File: src/rtl/rv32i_pkg.sv
// Shared RV32I ALU constants and the operation-select encoding.
package rv32i_pkg;

  localparam int OPERANDS_WIDTH = 32;
  localparam int ALU_SEL_WIDTH  = 4;
  localparam int SHAMT_WIDTH    = 5;

  typedef enum logic [ALU_SEL_WIDTH-1:0] {
    ALU_ADD   = 4'd0,
    ALU_SUB   = 4'd1,
    ALU_SLL   = 4'd2,
    ALU_SLT   = 4'd3,
    ALU_SLTU  = 4'd4,
    ALU_XOR   = 4'd5,
    ALU_SRL   = 4'd6,
    ALU_SRA   = 4'd7,
    ALU_OR    = 4'd8,
    ALU_AND   = 4'd9,
    ALU_PASSB = 4'd10
  } alu_op_t;

endpackage

File: src/rtl/alu_shifter.sv
// Combinational log-stage barrel shifter for SLL, SRL and SRA.
module alu_shifter #(
  parameter int W   = 32,
  parameter int SHW = 5
) (
  input  logic [W-1:0]   data,
  input  logic [SHW-1:0] amount,
  input  logic           right,
  input  logic           arith,
  output logic [W-1:0]   shifted
);

  logic [W-1:0] stage [0:SHW];
  logic         fill;

  // Right shifts fill with the original sign bit only when arithmetic.
  assign fill     = arith & data[W-1];
  assign stage[0] = data;

  for (genvar gi = 0; gi < SHW; gi++) begin : g_stage
    localparam int STEP = 1 << gi;
    logic [W-1:0] moved;

    always_comb begin
      if (right) begin
        moved = {{STEP{fill}}, stage[gi][W-1:STEP]};
      end else begin
        moved = {stage[gi][W-1-STEP:0], {STEP{1'b0}}};
      end
    end

    assign stage[gi+1] = amount[gi] ? moved : stage[gi];
  end

  assign shifted = stage[SHW];

endmodule

File: src/rtl/rv32i_alu.sv
// Registered RV32I execute-stage ALU with one cycle of latency.
// Optional registered zero flag is built when ALU_ZERO_FLAG_EN is defined.
module rv32i_alu #(
  parameter int OPERANDS_WIDTH = rv32i_pkg::OPERANDS_WIDTH,
  parameter int ALU_SEL_WIDTH  = rv32i_pkg::ALU_SEL_WIDTH
) (
  input  logic                      clk,
  input  logic                      rst_n,
  input  logic [OPERANDS_WIDTH-1:0] A,
  input  logic [OPERANDS_WIDTH-1:0] B,
  input  logic [ALU_SEL_WIDTH-1:0]  ALUSel,
  output logic [OPERANDS_WIDTH-1:0] result
`ifdef ALU_ZERO_FLAG_EN
  ,
  output logic                      zero
`endif
);

  import rv32i_pkg::*;

  localparam int W   = OPERANDS_WIDTH;
  localparam int SHW = $clog2(OPERANDS_WIDTH);

  alu_op_t       op;
  logic          sub_en;
  logic [W-1:0]  b_operand;
  logic [W:0]    sum_ext;
  logic          slt_bit;
  logic          sltu_bit;
  logic          shift_right;
  logic          shift_arith;
  logic [W-1:0]  shift_out;
  logic [W-1:0]  result_next;
  logic [W-1:0]  result_reg;

  assign op = alu_op_t'(ALUSel);

  // One adder serves ADD, SUB and both compares via A + ~B + 1.
  assign sub_en    = (op == ALU_SUB) || (op == ALU_SLT) || (op == ALU_SLTU);
  assign b_operand = sub_en ? ~B : B;
  assign sum_ext   = {1'b0, A} + {1'b0, b_operand} + {{W{1'b0}}, sub_en};

  // No carry out of A - B means a borrow, i.e. A < B unsigned.
  assign sltu_bit = ~sum_ext[W];
  assign slt_bit  = (A[W-1] != B[W-1]) ? A[W-1] : sum_ext[W-1];

  assign shift_right = (op == ALU_SRL) || (op == ALU_SRA);
  assign shift_arith = (op == ALU_SRA);

  alu_shifter #(
    .W   (W),
    .SHW (SHW)
  ) u_shifter (
    .data    (A),
    .amount  (B[SHW-1:0]),
    .right   (shift_right),
    .arith   (shift_arith),
    .shifted (shift_out)
  );

  always_comb begin
    result_next = '0;
    case (op)
      ALU_ADD,
      ALU_SUB:   result_next = sum_ext[W-1:0];
      ALU_SLL,
      ALU_SRL,
      ALU_SRA:   result_next = shift_out;
      ALU_SLT:   result_next = {{(W-1){1'b0}}, slt_bit};
      ALU_SLTU:  result_next = {{(W-1){1'b0}}, sltu_bit};
      ALU_XOR:   result_next = A ^ B;
      ALU_OR:    result_next = A | B;
      ALU_AND:   result_next = A & B;
      ALU_PASSB: result_next = B;
      default:   result_next = '0;
    endcase
  end

  always_ff @(posedge clk or negedge rst_n) begin
    if (!rst_n) begin
      result_reg <= '0;
    end else begin
      result_reg <= result_next;
    end
  end

  assign result = result_reg;

`ifdef ALU_ZERO_FLAG_EN
  logic zero_reg;

  always_ff @(posedge clk or negedge rst_n) begin
    if (!rst_n) begin
      zero_reg <= 1'b1;
    end else begin
      zero_reg <= (result_next == '0);
    end
  end

  assign zero = zero_reg;
`endif

endmodule

File: config.mk
export PLATFORM = sky130hd
export DESIGN_NAME = rv32i_alu
export DESIGN_NICKNAME = d
export VERILOG_FILES = /design/src/rtl/rv32i_pkg.sv /design/src/rtl/alu_shifter.sv /design/src/rtl/rv32i_alu.sv
export SDC_FILE = /design/constraint.sdc
export NUM_CORES = 1
export LEC_CHECK = 0
export ABC_CLOCK_PERIOD_IN_PS = 800
export CORE_UTILIZATION = 35
export CTS_CLUSTER_DIAMETER = 150
export DETAILED_ROUTE_END_ITERATION = 10
export SLEW_MARGIN = 30
export SYNTH_ARGS = -nofsm -noshare
export SYNTH_HDL_FRONTEND = slang
export SYNTH_SLANG_ARGS = --single-unit
File: constraint.sdc
create_clock -name clk -period 0.8 [get_ports clk]
set_input_delay 0.08 -clock clk [delete_from_list [all_inputs] [get_ports clk]]
set_output_delay 0.08 -clock clk [all_outputs]
set_load 0.01 [all_outputs]
Word-level counts from Yosys, hierarchy flattened
Index checks and enable logic that the tools add are counted.
{"block": "word_totals", "word_cells": 39, "output_inout_bits": 32, "ff_bits": 32, "in_bits": 70}
{"block": "op_classes", "n_eq_ne": 11, "n_addsub": 2, "n_bitwise": 6, "muxes": 13, "n_reduce_logical": 6}
{"operator": "$mux 32", "count": 11}
{"operator": "$pmux 32 s8", "count": 1}
{"operator": "$add 32x32->33", "count": 1}
{"operator": "$add 33x1->33", "count": 1}
{"operator": "$and 32x32->32", "count": 1}
{"operator": "$not 32->32", "count": 1}
{"operator": "$or 32x32->32", "count": 1}
{"operator": "$xor 32x32->32", "count": 1}
{"operator": "$eq 4x3->1 const B", "count": 4}
{"operator": "$eq 4x4->1 const B", "count": 3}
{"operator": "$eq 4x2->1 const B", "count": 2}
{"operator": "$eq 4x1->1 const B", "count": 1}
{"operator": "$logic_not 4->1", "count": 1}
{"operator": "$logic_or 1x1->1", "count": 3}
{"operator": "$reduce_or 3->1", "count": 1}
{"operator": "$reduce_or 2->1", "count": 1}
{"operator": "$and 1x1->1", "count": 1}
{"operator": "$mux 1", "count": 1}
{"operator": "$ne 1x1->1", "count": 1}
{"operator": "$not 1->1", "count": 1}

Longest topological paths before layout
{"block": "depth", "depth_word": 13, "depth_mapped": 16}

Modules after synthesis
From an unflattened synthesis, not the netlist that was laid out.
{"block": "unflattened", "hier_cells": 1257, "hier_area_um2": 9054.9}
{"module": "rv32i_alu", "area_per_inst_um2": 4957.3, "n_inst": 1, "cells_per_inst": 621, "seq_area_each_um2": 800.8}
{"module": "alu_shifter", "area_per_inst_um2": 4097.7, "n_inst": 1, "cells_per_inst": 636, "seq_area_each_um2": 0.0}

Worst setup path before layout
Ideal clock, no wire load.
{"block": "synth_timing", "path_kind": "input-to-reg", "startpoint": "input port ALUSel[3]", "endpoint": "register result_reg[31], in the netlist result[31]", "setup_slack_ns": -2.904, "arrival_time_ns": 3.634, "cell_stages": 15, "setup_ns": 0.071, "cell_sequence": "clkbuf_1 clkbuf_1 buf_2 a21oi_1 clkbuf_1 xnor2_1 ha_1 nand2_1 or3_1 o21a_1 o21a_1 o31a_1 a31o_2 or4_1 nand4_1"}
{"block": "synth_between", "elab_chain_cells": 13, "word_cells_on_any_way": 31}
{"item": "from (decl)", "line": "rv32i_alu.sv:11", "rtl": "input logic [ALU_SEL_WIDTH-1:0] ALUSel,"}
{"item": "parallel branches: the longest is 12 deep, another holds $add 32x32->33"}
{"item": "$pmux 32 s8 *", "line": "rv32i_alu.sv:63", "rtl": "case (op)"}
{"item": "net result_next[31]", "line": "rv32i_alu.sv:33", "rtl": "logic [W-1:0] result_next;"}
{"item": "to (signal assigned)", "line": "rv32i_alu.sv:83", "rtl": "result_reg <= result_next;"}
{"item": "to (decl)", "line": "rv32i_alu.sv:34", "rtl": "logic [W-1:0] result_reg;"}
Mark *: on every way through the listed nets, which the timed path passes.

Worst setup path after layout
{"block": "layout_timing", "startpoint": "input port ALUSel[1]", "endpoint": "register result_reg[27], in the netlist result[27]"}
Same word-level chain as after synthesis.

==> flow_summary.json <==
{
  "status": "finished with violations",
  "violations": "setup timing",
  "synth.area.top_cells": "ha_1 14%, dfrtp_1 9.2%, a21oi_1 6.5%, o21ai_0 5.7%, nand2_1 4.9%",
  "cts_max_path_buffers": 2,
  "arrival_ps": 3370,
  "largest_reg_flops": 32,
  "drv_slew": 0,
  "grt_pass1_wl_um": 73330,
  "ant_nets": 0,
  "io_pins": 102,
  "yosys_warnings": 0,
  "crit_required_ps": 910,
  "critPathMaxStageDelay_ps": 410,
  "min_period_over_period_pct": 407.2,
  "syn_inst": 1219,
  "yosys_register_bits": 32,
  "finalWeightedCongestion": 1.060,
  "path_cells": "buf_6, or3b_4, a21oi_4, buf_12, xnor2_2, ha_1, buf_6, nand2_4, or3_1, o21a_1, o21a_2, o31a_1, a31o_4, buf_6, mux2i_1, nand3_1",
  "wl_per_cell_um": 24.38,
  "max_slew_margin_pct": 48.36,
  "final_cells": 2039,
  "synthesis.nets": 1388,
  "peakVddDrop_mv": 0.9293,
  "vias": 12400,
  "grt_pass1_vias": 11830,
  "syn_area_mm2": 0.008725,
  "cts_tree": "built",
  "drc": 0,
  "place_ws_ps": -3666,
  "path_max_fanout": 7,
  "dieArea_mm2": 0.02556,
  "min_period_ps": 3258,
  "async_reset_ff_share_pct": 100.0,
  "cts.sinks": 32,
  "synth_top_area_cell": "ha_1",
  "rows": 57,
  "ys_seq_area_share_pct": 9.178,
  "port_buffers": 101,
  "place_area_mm2": 0.01329,
  "synth.distinct_cells": 77,
  "cp_top_family": "compound AO/OA/AOI/OAI gates",
  "fp.coreArea_mm2": 0.02439,
  "synth_ff_type": "dfrtp_1",
  "grt_max_degree": 62,
  "cts_buffers": 5,
  "drive_gt1_share_pct": 38.43,
  "clk_pin_slew_ps": 60,
  "dpl.cell_count": 1997,
  "hold_violations": 0,
  "worstSetupEndpointType": "register",
  "worstMarginPinSlew_ps": 772.0,
  "nets": 1883,
  "crit_top_cell": "buf_6",
  "grt_usage_pct": 37.78,
  "synth.avg_cell_area_um2": 7.157,
  "fin_area_mm2": 0.01443,
  "leakage_uw": 0.006813,
  "grt_antenna_before_repair": 1,
  "setup_viol": 64,
  "timing.final.ws_setup_ps": -2458,
  "dr.pass1.iters": 8,
  "fmax_mhz": 307.0,
  "rsz0062_at_grt": "true",
  "drt-total-wl_um": 49710,
  "yosysTopAreaCellShare_pct": 14.05,
  "avgViaCountPerCell": 6.083,
  "initial_core_util_pct": 35.77,
  "fp.dieH_um": 159.9,
  "drv_cap": 0,
  "syn_to_final_growth_pct": 65.44,
  "cpMaxStageDelayCell": "or3b_4",
  "hold_path_class": "input pin to async pin",
  "cp-start-kind": "input pin",
  "grt_overflow": 0,
  "dr.first_iter.drc_count": 1287,
  "path_buf_inv": 4,
  "diodes": 0,
  "crit_type": "input pin to register",
  "synth_edf_count": 0,
  "hpwl_um": 38920,
  "clockRootBuffer": "clkbuf_16",
  "fp.dieW_um": 159.9,
  "h-tree-depth": 2,
  "fillers": 2243,
  "ctsHoldBuffers": 0,
  "power_density_mw_per_mm2": 1106
}
-- synthesized netlist by cell type, drive strengths merged, types with 14 or more instances --
cell	instances
and4b	20
a31oi	14
nor3	15
a22oi	18
o21ai	100
nor2	88
inv	68
a221oi	15
dfrtp	32
a21oi	114
mux2i	25
a21o	19
a211oi	33
ha	98
nand2	113
clkbuf	75
xnor2	43
buf	26
mux4	17
nand3	26
o211ai	28
-- cells in the final DEF (no fill, tap or decap), types with 7 or more instances in the layout --
cell type / n
buf_2: 31
o22ai_1: 7
nand2b_1: 7
nor3_1: 14
buf_4: 444
a221oi_1: 10
clkdlybuf4s50_1: 62
xnor2_2: 14
dfrtp_1: 32
nand3_1: 23
mux2i_1: 25
and3_1: 10
ha_1: 96
mux4_2: 17
o21ai_2: 11
o32ai_1: 10
nand4_1: 9
a21oi_1: 102
a21oi_2: 10
buf_12: 11
o21ai_0: 80
xnor2_1: 23
a31oi_1: 11
o21a_1: 9
buf_6: 37
a222oi_1: 8
nand2_1: 108
inv_1: 68
o211ai_1: 28
a21o_1: 19
nor2_1: 82
a211o_1: 10
or3_1: 7
a211oi_1: 30
a22oi_1: 17
and2_1: 11
and4b_1: 20
-- per-stage QoR --
stage / utilization [%] / setup TNS, ps / total power (uW) / hold WS, ps
2_1_floorplan: - / -59910 / 6535 / -215.6
3_3_place_gp: 54.47 / -95110 / 12020 / 466.0
3_5_place_dp: 54.47 / -95680 / 12110 / 464.1
4_1_cts: 58.22 / -70000 / 15220 / 185.3
5_1_grt: 59.18 / -73030 / 16670 / 194.7
6_report: 59.18 / -70090 / 15960 / 178.6
-- final timing paths --
path,start,cells past startpoint,to
setup / recovery,ALUSel[1],16,result[27]$_DFF_PN0_
hold / removal,rst_n,2,result[12]$_DFF_PN0_
min in group clk,ALUSel[0],6,result[10]$_DFF_PN0_
max in group asynchronous,rst_n,2,result[27]$_DFF_PN0_
-- routing by layer --
metal / vias up / routed length [um] / track usage (%)
met4: 2 / 2844 / 18.14
met5: - / 8 / 0
li1: 5612 / - / -
met2: 732 / 22080 / 61.10
met3: 142 / 4367 / 4.156
met1: 5915 / 20410 / 50.12
-- power breakdown --
part / internal (uW) / switching [uW]
Combinational: 5660 / 6230
Sequential: 1860 / 72.6
Clock: 1460 / 680
-- timing repair --
| item | CTS | global route |
|---|---|---|
| endpoints found under the setup margin | 64 | 64 |
| pin swaps | 61 | 66 |
| resized for setup | 271 | 45 |
| cloned | 2 | 0 |
| setup buffers | 34 | 6 |
| endpoints found under the hold margin | 0 | 0 |
-- final cells by class --
cell class                      instances  area, um^2  share of cell area (%)
Clock buffer                            5       125.1                  0.8669
Clock inverter                          3       42.54                  0.2947
Inverter                               72       275.3                   1.907
Multi-Input combinational cell       1014        7965                   55.18
Sequential cell                        32       800.8                   5.548
Tap cell                              324       405.4                   2.809
Timing Repair Buffer                  589        4820                   33.39
-- kinds of logic after synthesis --
logic type / count (synthesis) / synth area share, %
buffers and inverters: 173 / 7.658
DFF: 32 / 9.178
adders and majority gates: 99 / 14.28
AOI/OAI and AO/OA: 476 / 36.58
muxes: 43 / 7.386
and+or+nand+nor: 342 / 19.49
xor gates and xnor gates: 54 / 5.421
No activity file was read; power rests on OpenSTA's default activity.
